### src/rtl/mseq_pkg.sv
// Shared types and opcode classes for the matrix op sequencer.
package mseq_pkg;

  localparam int N_ELEM    = 25;
  localparam int ELEM_W    = 8;
  localparam int DET_BYTES = 2;
  localparam int MAT_W     = N_ELEM * ELEM_W;

  localparam logic [3:0] OP_ADD    = 4'b0011;
  localparam logic [3:0] OP_SUB    = 4'b0100;
  localparam logic [3:0] OP_MUL    = 4'b0101;
  localparam logic [3:0] OP_TRN    = 4'b0110;
  localparam logic [3:0] OP_NEG    = 4'b0111;
  localparam logic [3:0] OP_SCL    = 4'b1000;
  localparam logic [3:0] OP_DET_LO = 4'b1001;
  localparam logic [3:0] OP_DET_HI = 4'b1100;

  typedef enum logic [2:0] {
    S_IDLE,
    S_LOAD_A,
    S_LOAD_B,
    S_EXEC,
    S_STORE,
    S_RESP
  } state_t;

  function automatic logic is_binary(input logic [3:0] op);
    return op inside {OP_ADD, OP_SUB, OP_MUL};
  endfunction

  function automatic logic is_unary(input logic [3:0] op);
    return op inside {OP_TRN, OP_NEG, OP_SCL};
  endfunction

  function automatic logic is_det(input logic [3:0] op);
    return (op >= OP_DET_LO) && (op <= OP_DET_HI);
  endfunction

  function automatic logic is_legal(input logic [3:0] op);
    return is_binary(op) || is_unary(op) || is_det(op);
  endfunction

endpackage

### src/rtl/mseq_elem_loader.sv
// Byte-serial matrix fetch: index/address generator plus read-capture stage.
module mseq_elem_loader
  import mseq_pkg::*;
#(
  parameter int ADDR_W = 8
) (
  input  logic              clk,
  input  logic              rst_n,
  input  logic              clr,
  input  logic              start,
  input  logic              sel,
  input  logic [ADDR_W-1:0] base,
  output logic              rd_en,
  output logic [ADDR_W-1:0] addr,
  input  logic [ELEM_W-1:0] rdata,
  output logic              done,
  output logic [MAT_W-1:0]  mat_a,
  output logic [MAT_W-1:0]  mat_b
);

  localparam int IW = $clog2(N_ELEM);
  localparam logic [IW-1:0] LAST = IW'(N_ELEM - 1);

  logic [IW-1:0] idx;
  logic [IW-1:0] cap_idx;
  logic          cap_vld;

  assign done = cap_vld && (cap_idx == LAST);

  always_ff @(posedge clk or negedge rst_n) begin
    if (!rst_n) begin
      rd_en   <= 1'b0;
      addr    <= '0;
      idx     <= '0;
      cap_vld <= 1'b0;
      cap_idx <= '0;
      mat_a   <= '0;
      mat_b   <= '0;
    end else begin
      cap_vld <= rd_en;
      cap_idx <= idx;
      if (start) begin
        rd_en <= 1'b1;
        addr  <= base;
        idx   <= '0;
      end else if (rd_en) begin
        rd_en <= (idx != LAST);
        addr  <= addr + ADDR_W'(1);
        idx   <= idx + IW'(1);
      end
      // data for the read issued last cycle lands here
      if (clr) begin
        mat_a <= '0;
        mat_b <= '0;
      end else if (cap_vld) begin
        if (sel)
          mat_b[int'(cap_idx)*ELEM_W +: ELEM_W] <= rdata;
        else
          mat_a[int'(cap_idx)*ELEM_W +: ELEM_W] <= rdata;
      end
    end
  end

endmodule

### src/rtl/matrix_op_sequencer.sv
// Command sequencer for the 5x5 int8 matrix ALU (fetch, exec, store, respond).
// Optional EXEC watchdog: define MSEQ_TIMEOUT_EN.
module matrix_op_sequencer
  import mseq_pkg::*;
#(
  parameter int ADDR_W         = 8,
  parameter int TIMEOUT_CYCLES = 255
) (
  input  logic              clk,
  input  logic              rst_n,
  input  logic              cmd_valid,
  output logic              cmd_ready,
  input  logic [3:0]        cmd_opcode,
  input  logic [7:0]        cmd_scalar,
  input  logic [ADDR_W-1:0] cmd_addr_a,
  input  logic [ADDR_W-1:0] cmd_addr_b,
  input  logic [ADDR_W-1:0] cmd_addr_c,
  output logic              rsp_valid,
  output logic              rsp_err,
  output logic [ADDR_W-1:0] mem_addr,
  output logic              mem_rd_en,
  input  logic [7:0]        mem_rdata,
  output logic              mem_wr_en,
  output logic [7:0]        mem_wdata,
  output logic [3:0]        alu_opcode,
  output logic [7:0]        alu_scalar,
  output logic [MAT_W-1:0]  alu_mat_a,
  output logic [MAT_W-1:0]  alu_mat_b,
  input  logic [MAT_W-1:0]  alu_result,
  input  logic              alu_done
);

  localparam int IW = $clog2(N_ELEM);

  state_t            state, state_n;
  logic [3:0]        op_q;
  logic [ADDR_W-1:0] addr_b_q, addr_c_q, wr_addr, ld_addr;
  logic [MAT_W-1:0]  res_q;
  logic [IW-1:0]     widx;
  logic              wr_en, wr_last;
  logic [7:0]        wdata;
  logic              accept, ld_start, ld_done, ld_rd;
  logic              err_n, tmo;

  assign accept  = (state == S_IDLE) && cmd_valid;
  assign wr_last = wr_en && (widx == (is_det(op_q) ?
                   IW'(DET_BYTES - 1) : IW'(N_ELEM - 1)));

  assign mem_rd_en = ld_rd;
  assign mem_wr_en = wr_en;
  assign mem_wdata = wdata;
  assign mem_addr  = ld_rd ? ld_addr : (wr_en ? wr_addr : '0);

  mseq_elem_loader #(.ADDR_W(ADDR_W)) u_loader (
    .clk   (clk),
    .rst_n (rst_n),
    .clr   (accept),
    .start (ld_start),
    .sel   (state == S_LOAD_B),
    .base  ((state == S_IDLE) ? cmd_addr_a : addr_b_q),
    .rd_en (ld_rd),
    .addr  (ld_addr),
    .rdata (mem_rdata),
    .done  (ld_done),
    .mat_a (alu_mat_a),
    .mat_b (alu_mat_b)
  );

`ifdef MSEQ_TIMEOUT_EN
  localparam int TW = $clog2(TIMEOUT_CYCLES + 1);
  logic [TW-1:0] tcnt;
  assign tmo = (tcnt == TW'(TIMEOUT_CYCLES - 1));
  always_ff @(posedge clk or negedge rst_n) begin
    if (!rst_n)
      tcnt <= '0;
    else if (state != S_EXEC)
      tcnt <= '0;
    else
      tcnt <= tcnt + TW'(1);
  end
`else
  assign tmo = 1'b0;
`endif

  always_comb begin
    state_n  = state;
    ld_start = 1'b0;
    err_n    = 1'b0;
    unique case (state)
      S_IDLE: if (cmd_valid) begin
        if (is_legal(cmd_opcode)) begin
          state_n  = S_LOAD_A;
          ld_start = 1'b1;
        end else begin
          state_n = S_RESP;
          err_n   = 1'b1;
        end
      end
      S_LOAD_A: if (ld_done) begin
        if (is_binary(op_q)) begin
          state_n  = S_LOAD_B;
          ld_start = 1'b1;
        end else begin
          state_n = S_EXEC;
        end
      end
      S_LOAD_B: if (ld_done) state_n = S_EXEC;
      S_EXEC: begin
        if (alu_done) begin
          state_n = S_STORE;
        end else if (tmo) begin
          state_n = S_RESP;
          err_n   = 1'b1;
        end
      end
      S_STORE: if (wr_last) state_n = S_RESP;
      S_RESP:  state_n = S_IDLE;
      default: state_n = S_IDLE;
    endcase
  end

  always_ff @(posedge clk or negedge rst_n) begin
    if (!rst_n) begin
      state      <= S_IDLE;
      op_q       <= '0;
      addr_b_q   <= '0;
      addr_c_q   <= '0;
      cmd_ready  <= 1'b1;
      rsp_valid  <= 1'b0;
      rsp_err    <= 1'b0;
      alu_opcode <= '0;
      alu_scalar <= '0;
      wr_en      <= 1'b0;
      wr_addr    <= '0;
      wdata      <= '0;
      widx       <= '0;
      res_q      <= '0;
    end else begin
      state      <= state_n;
      cmd_ready  <= (state_n == S_IDLE);
      rsp_valid  <= (state_n == S_RESP);
      rsp_err    <= err_n;
      alu_opcode <= (state_n == S_EXEC) ? op_q : 4'b0000;
      if (accept) begin
        op_q       <= cmd_opcode;
        alu_scalar <= cmd_scalar;
        addr_b_q   <= cmd_addr_b;
        addr_c_q   <= cmd_addr_c;
      end
      // result drains low byte first through a shift register
      if ((state == S_EXEC) && alu_done) begin
        wr_en   <= 1'b1;
        wr_addr <= addr_c_q;
        wdata   <= alu_result[ELEM_W-1:0];
        res_q   <= alu_result >> ELEM_W;
        widx    <= '0;
      end else if (wr_en) begin
        wr_en   <= !wr_last;
        wr_addr <= wr_addr + ADDR_W'(1);
        wdata   <= res_q[ELEM_W-1:0];
        res_q   <= res_q >> ELEM_W;
        widx    <= widx + IW'(1);
      end
    end
  end

endmodule

### config.mk
export PLATFORM = sky130hd
export DESIGN_NAME = matrix_op_sequencer
export DESIGN_NICKNAME = d
export VERILOG_FILES = /design/src/rtl/mseq_pkg.sv /design/src/rtl/mseq_elem_loader.sv /design/src/rtl/matrix_op_sequencer.sv
export SDC_FILE = /design/constraint.sdc
export NUM_CORES = 1
export LEC_CHECK = 0
export ABC_AREA = 1
export ABC_CLOCK_PERIOD_IN_PS = 3300
export BUFFER_PORTS_ARGS = -buffer_cell sky130_fd_sc_hd__buf_4
export CORE_AREA = 2 2 266 268
export CTS_CLUSTER_SIZE = 16
export DETAILED_ROUTE_END_ITERATION = 8
export DIE_AREA = 0 0 268 270
export PLACE_DENSITY = 0.64
export REMOVE_ABC_BUFFERS = 1
export SLEW_MARGIN = 10
export SYNTH_ARGS = -nofsm -noshare
export SYNTH_HDL_FRONTEND = slang
export SYNTH_HIERARCHICAL = 1
export SYNTH_SLANG_ARGS = --single-unit
### constraint.sdc
create_clock -name clk -period 3.3 [get_ports clk]
set_input_delay 0.66 -clock clk [delete_from_list [all_inputs] [get_ports clk]]
set_output_delay 0.66 -clock clk [all_outputs]
set_load 0.01 [all_outputs]
==> summary by stage <==
Place
At the end of routability-driven placement, the weighted congestion stood at roughly 0.9. After detailed placement, the design holds a cell count of ~5000. Summing all placed instances gives a cell area of roughly 0.036 mm2. The number of input and output port buffers inserted is a little under 700.

The HPWL after detailed placement is 77450 um.

Synth
Averaged over all synthesized cells, the footprint is 8.607 um2. Yosys mapped the design onto 42 distinct sky130hd cell types. During synthesis, Yosys emitted a total of 6 warnings. The post-synthesis adder-cell area fraction is less than 1%. Of the total synthesized cell area, the portion taken by XOR and XNOR cells is less than 1%. The gate count after technology mapping is 3405.

Summing the areas of all and, or, nand and nor instances in the mapped netlist gives roughly 27% of the synthesized area. The share of synthesized area occupied by flip-flops and latches is 57.39%. The dominant combinational cell family by area after synthesis is simple AND/OR/NAND/NOR gates. The post-synthesis mux area share is 0%. The total standard cell area after synthesis is roughly 0.029 mm2.

The post-synthesis compound-gate area fraction is 8.116%. The register bit total from synthesis is between 600 and 700.

Power and ir drop
The internal power contribution is 17.94 mW. The leakage power of the design is 20.22 nW. The logic gate share of total power is a little over a third. The share of power burned in registers is 36.7%. The reported net switching power is between 10 and 15 mW. The clock network burns between 20% and 30% of the power. The areal power density over the cells is between 700 and 800 mW/mm2. The worst IR drop on VDD is 0.4533 mV. Of the total power, the share spent switching nets is between 30% and 40%.

Clocking
Once the clock tree was built, the setup fixing pass inserted 0 buffers. The sink count of the clock tree is 672. The CTS buffer count is 75.

The clock tree from TritonCTS is built. The clock-pin transition on the worst setup and hold timing paths is around 0.06 ns. The hold-fix buffer count after cts is 0. The clock latency on the worst-skew pair is between 0.6 and 0.7 ns. The number of levels the H-tree was split into is 3. Once the clock tree was built, the resizer swapped 0 gates to a different size. The root buffer cell is sky130_fd_sc_hd__clkbuf_16. The maximum buffer depth of the clock tree is 3.

Layout
In the layout the commonest cells are 1412 x sky130_fd_sc_hd__nand2_1, 744 x sky130_fd_sc_hd__buf_4, 671 x sky130_fd_sc_hd__dfrtp_1, 298 x sky130_fd_sc_hd__inv_1, 197 x sky130_fd_sc_hd__nand3_1. Leaving out filler cells and counting taps, the final layout contains approximately 5000. The synthesis-to-layout area growth is 30.14%. Summing all multi-input logic gate instances after layout gives between 0.01 and 0.015 mm2. The sequential cells in the finished layout cover a total of around 0.017 mm2. The most frequent standard cell in the layout excluding fill and tap cells is sky130_fd_sc_hd__nand2_1. In the final layout, the share of cells above drive strength 1 is a little under a quarter. The finished cells cover 0.03814 mm2. The net count of the finished layout is 4346.

The number of filler cells placed in the layout is 6471.

Detailed routing
Once detail routing completed, the nets flagged for antenna violations numbered 0. The residual DRC count is 0. The first-pass iteration count of the detailed router is 6.

The post-detailed-route wirelength per cell is around 20 um. The mean number of vias per cell is ~5.1. Summed over all layers, the routed wires come to between 100000 and 150000 um.

Summing over every cut layer, the via total after detailed routing is between 20000 and 30000. In this run, the number of DRC markers left after iteration 0 of detailed routing was 2594.

STA
In this run the tightest slew margin relative to its limit is a little under half. The number of setup violations in the final report is 0. Setup total negative slack on the finished layout was measured at 0 ns. Based on the critical path, the design can be clocked at up to 351.9 MHz. The shortest period the worst path allows is 2.842 ns. At the pin with the least slew margin, the transition time is around 0.80 ns. Between clock sinks in the finished design, the worst skew comes to approximately 0.033 ns. The hold violation count in the final report came to 0. Setup repair after global routing left no endpoint under its margin. The final critical path takes up between 80% and 90% of the cycle.

The count of final max-slew check failures is 0.

Worst setup path
Measured in cells, the most critical reg-to-reg path has a length of 15. The type of element capturing the critical path is a flop. The slowest cell on the critical path is sky130_fd_sc_hd__dfrtp_1.

STA classifies the critical path startpoint as a flop. The largest driver fanout on the critical path is 20. The worst setup path category is flop to flop. The critical path required time is ~3.8 ns. The critical path goes through inv_4 > ha_1 > inv_1 > nor2_2 > inv_1 > nor2_1 > ha_1 > buf_4 > nor4_1 > nand2_1 > nor2_1 > inv_1 > nor2_1 > nand2_1 > nand2_1. The data arrival time of the critical path is between 3 and 4 ns. The stage delay of the slowest cell on the critical path is approximately 0.4 ns.

Floorplanning
The die outline height is 270 um. The width of the die is approximately 270 um. The number of ports placed on the die boundary is 681. The initial standard-cell utilization of the core is between 40% and 50%. The placement row count is 97. The die outline area is around 0.072 mm2. The area inside the core boundary is between 0.06 and 0.07 mm2.

GRT
Entering global routing, the biggest net connects between 80 and 90 pins. The initial antenna violation count is 1. The via count of the first global-routing pass is roughly 25000. The global-route usage over all layers is 27.83%. The total global routing overflow is 0.

The first-pass GRT wire length is 153400 um.

Status
The flow ran to the end, and the final reports show no timing, DRC or antenna violations.

Hold path
The path class of the tightest hold or removal check is input port to async pin.

Job
The number of max-cap violations is 0.
[cells in the mapped netlist, drive strengths merged]
| master | instances | area, um2 |
|---|---|---|
| clkbuf | 48 | 180.2 |
| o221ai | 162 | 1419 |
| a31oi | 3 | 18.77 |
| a22o | 3 | 26.28 |
| a211oi | 2 | 15.01 |
| o211ai | 31 | 232.7 |
| dfstp | 1 | 26.28 |
| o21ai | 101 | 558.0 |
| buf | 110 | 674.4 |
| clkinv | 3 | 11.26 |
| a22oi | 1 | 7.510 |
| nand2 | 1438 | 5473 |
| nand4 | 47 | 321.5 |
| xor2 | 9 | 78.83 |
| a21oi | 19 | 95.09 |
| dfrtp | 671 | 16790 |
| nor2 | 188 | 743.2 |
| inv | 318 | 1196 |
| nand3 | 199 | 1013 |
| nor4 | 5 | 43.79 |
| o22ai | 1 | 6.260 |
| xnor2 | 4 | 35.03 |
| nor3 | 34 | 251.5 |
| ha | 7 | 87.58 |
[power by group through the flow]
stage / combinational [mW] / sequential, mW / clock [mW]
after detailed placement: 10.2 / 10.9 / 0
final: 10.3 / 10.8 / 8.34
after floorplan: 5.49 / 10.9 / 0
after global routing: 11.3 / 11.0 / 8.85
after CTS: 10.3 / 10.8 / 8.48
after global placement: 10.2 / 10.9 / 0
[cell families after synthesis]
kind of cell | Yosys count
and+or+nand+nor | 1911
DFF | 672
buffers and inverters | 479
AOI/OAI and AO/OA | 323
xor gates and xnor gates | 13
adders and majority gates | 7
[stage by stage]
stage	hold WS, ns	worst slack [ns]	utilization, %	power, mW
6_report	0.005129	0.4584	54.84	29.43
3_5_place_dp	0.3999	0.5204	51.33	21.16
3_3_place_gp	0.3981	0.5176	51.33	21.05
4_1_cts	0.03286	0.4977	54.84	29.53
5_1_grt	0.03027	0.2208	54.84	31.08
2_1_floorplan	0.3644	-2.272	-	16.42
[critical path, delay by kind of cell (launching register included)]
| family | cells | cell delay, ns |
|---|---|---|
| AND/OR/NAND/NOR | 8 | 1.17 |
| buffers and inverters | 5 | 0.73 |
| adder cells (fa/ha/maj) | 2 | 0.48 |
| flip-flops | 1 | 0.41 |
[final cells by class]
type / count / area share, %
Sequential cell: 672 / 44.10
Multi-Input combinational cell: 2254 / 27.38
Timing Repair Buffer: 767 / 15.84
Clock buffer: 114 / 5.676
Inverter: 321 / 3.199
Tap cell: 940 / 3.084
Clock inverter: 21 / 0.7218
Antenna cell: 1 / 0.006561
[sequential cells by signal (all words and copies together), names as in the netlist, 3 cells and up]
register	flops
addr_b_q	8
addr_c_q	8
alu_opcode	4
alu_scalar	8
mem_wdata	8
op_q	4
res_q	192
state	3
u_loader/addr	8
u_loader/cap_idx	5
u_loader/idx	5
u_loader/mat_a	200
u_loader/mat_b	200
widx	5
wr_addr	8
[final timing paths]
kind | end | start | slack (ns)
max | u_loader/mat_a[4] | u_loader/cap_idx[0] | 0.46
min | u_loader/mat_a[47] | rst_n | 0.005
max reg2reg | u_loader/mat_a[4] | u_loader/cap_idx[0] | 0.46
min reg2reg | u_loader/cap_idx[3] | u_loader/idx[3] | 0.41
max in group asynchronous | wr_addr[1] | rst_n | 2.27
min in group clk | addr_c_q[4] | cmd_addr_c[4] | 0.25
[layer usage]
layer / global-route usage, % / part of all wire (%) / up-vias
li1: - / - / 12340
met1: 37.19 / 41 / 12630
met5: 0 / 0 / -
met2: 44.29 / 47 / 1000
met3: 6.665 / 8.1 / 164
met4: 9.630 / 3.4 / 0
Power figures use the tool's default switching activity.
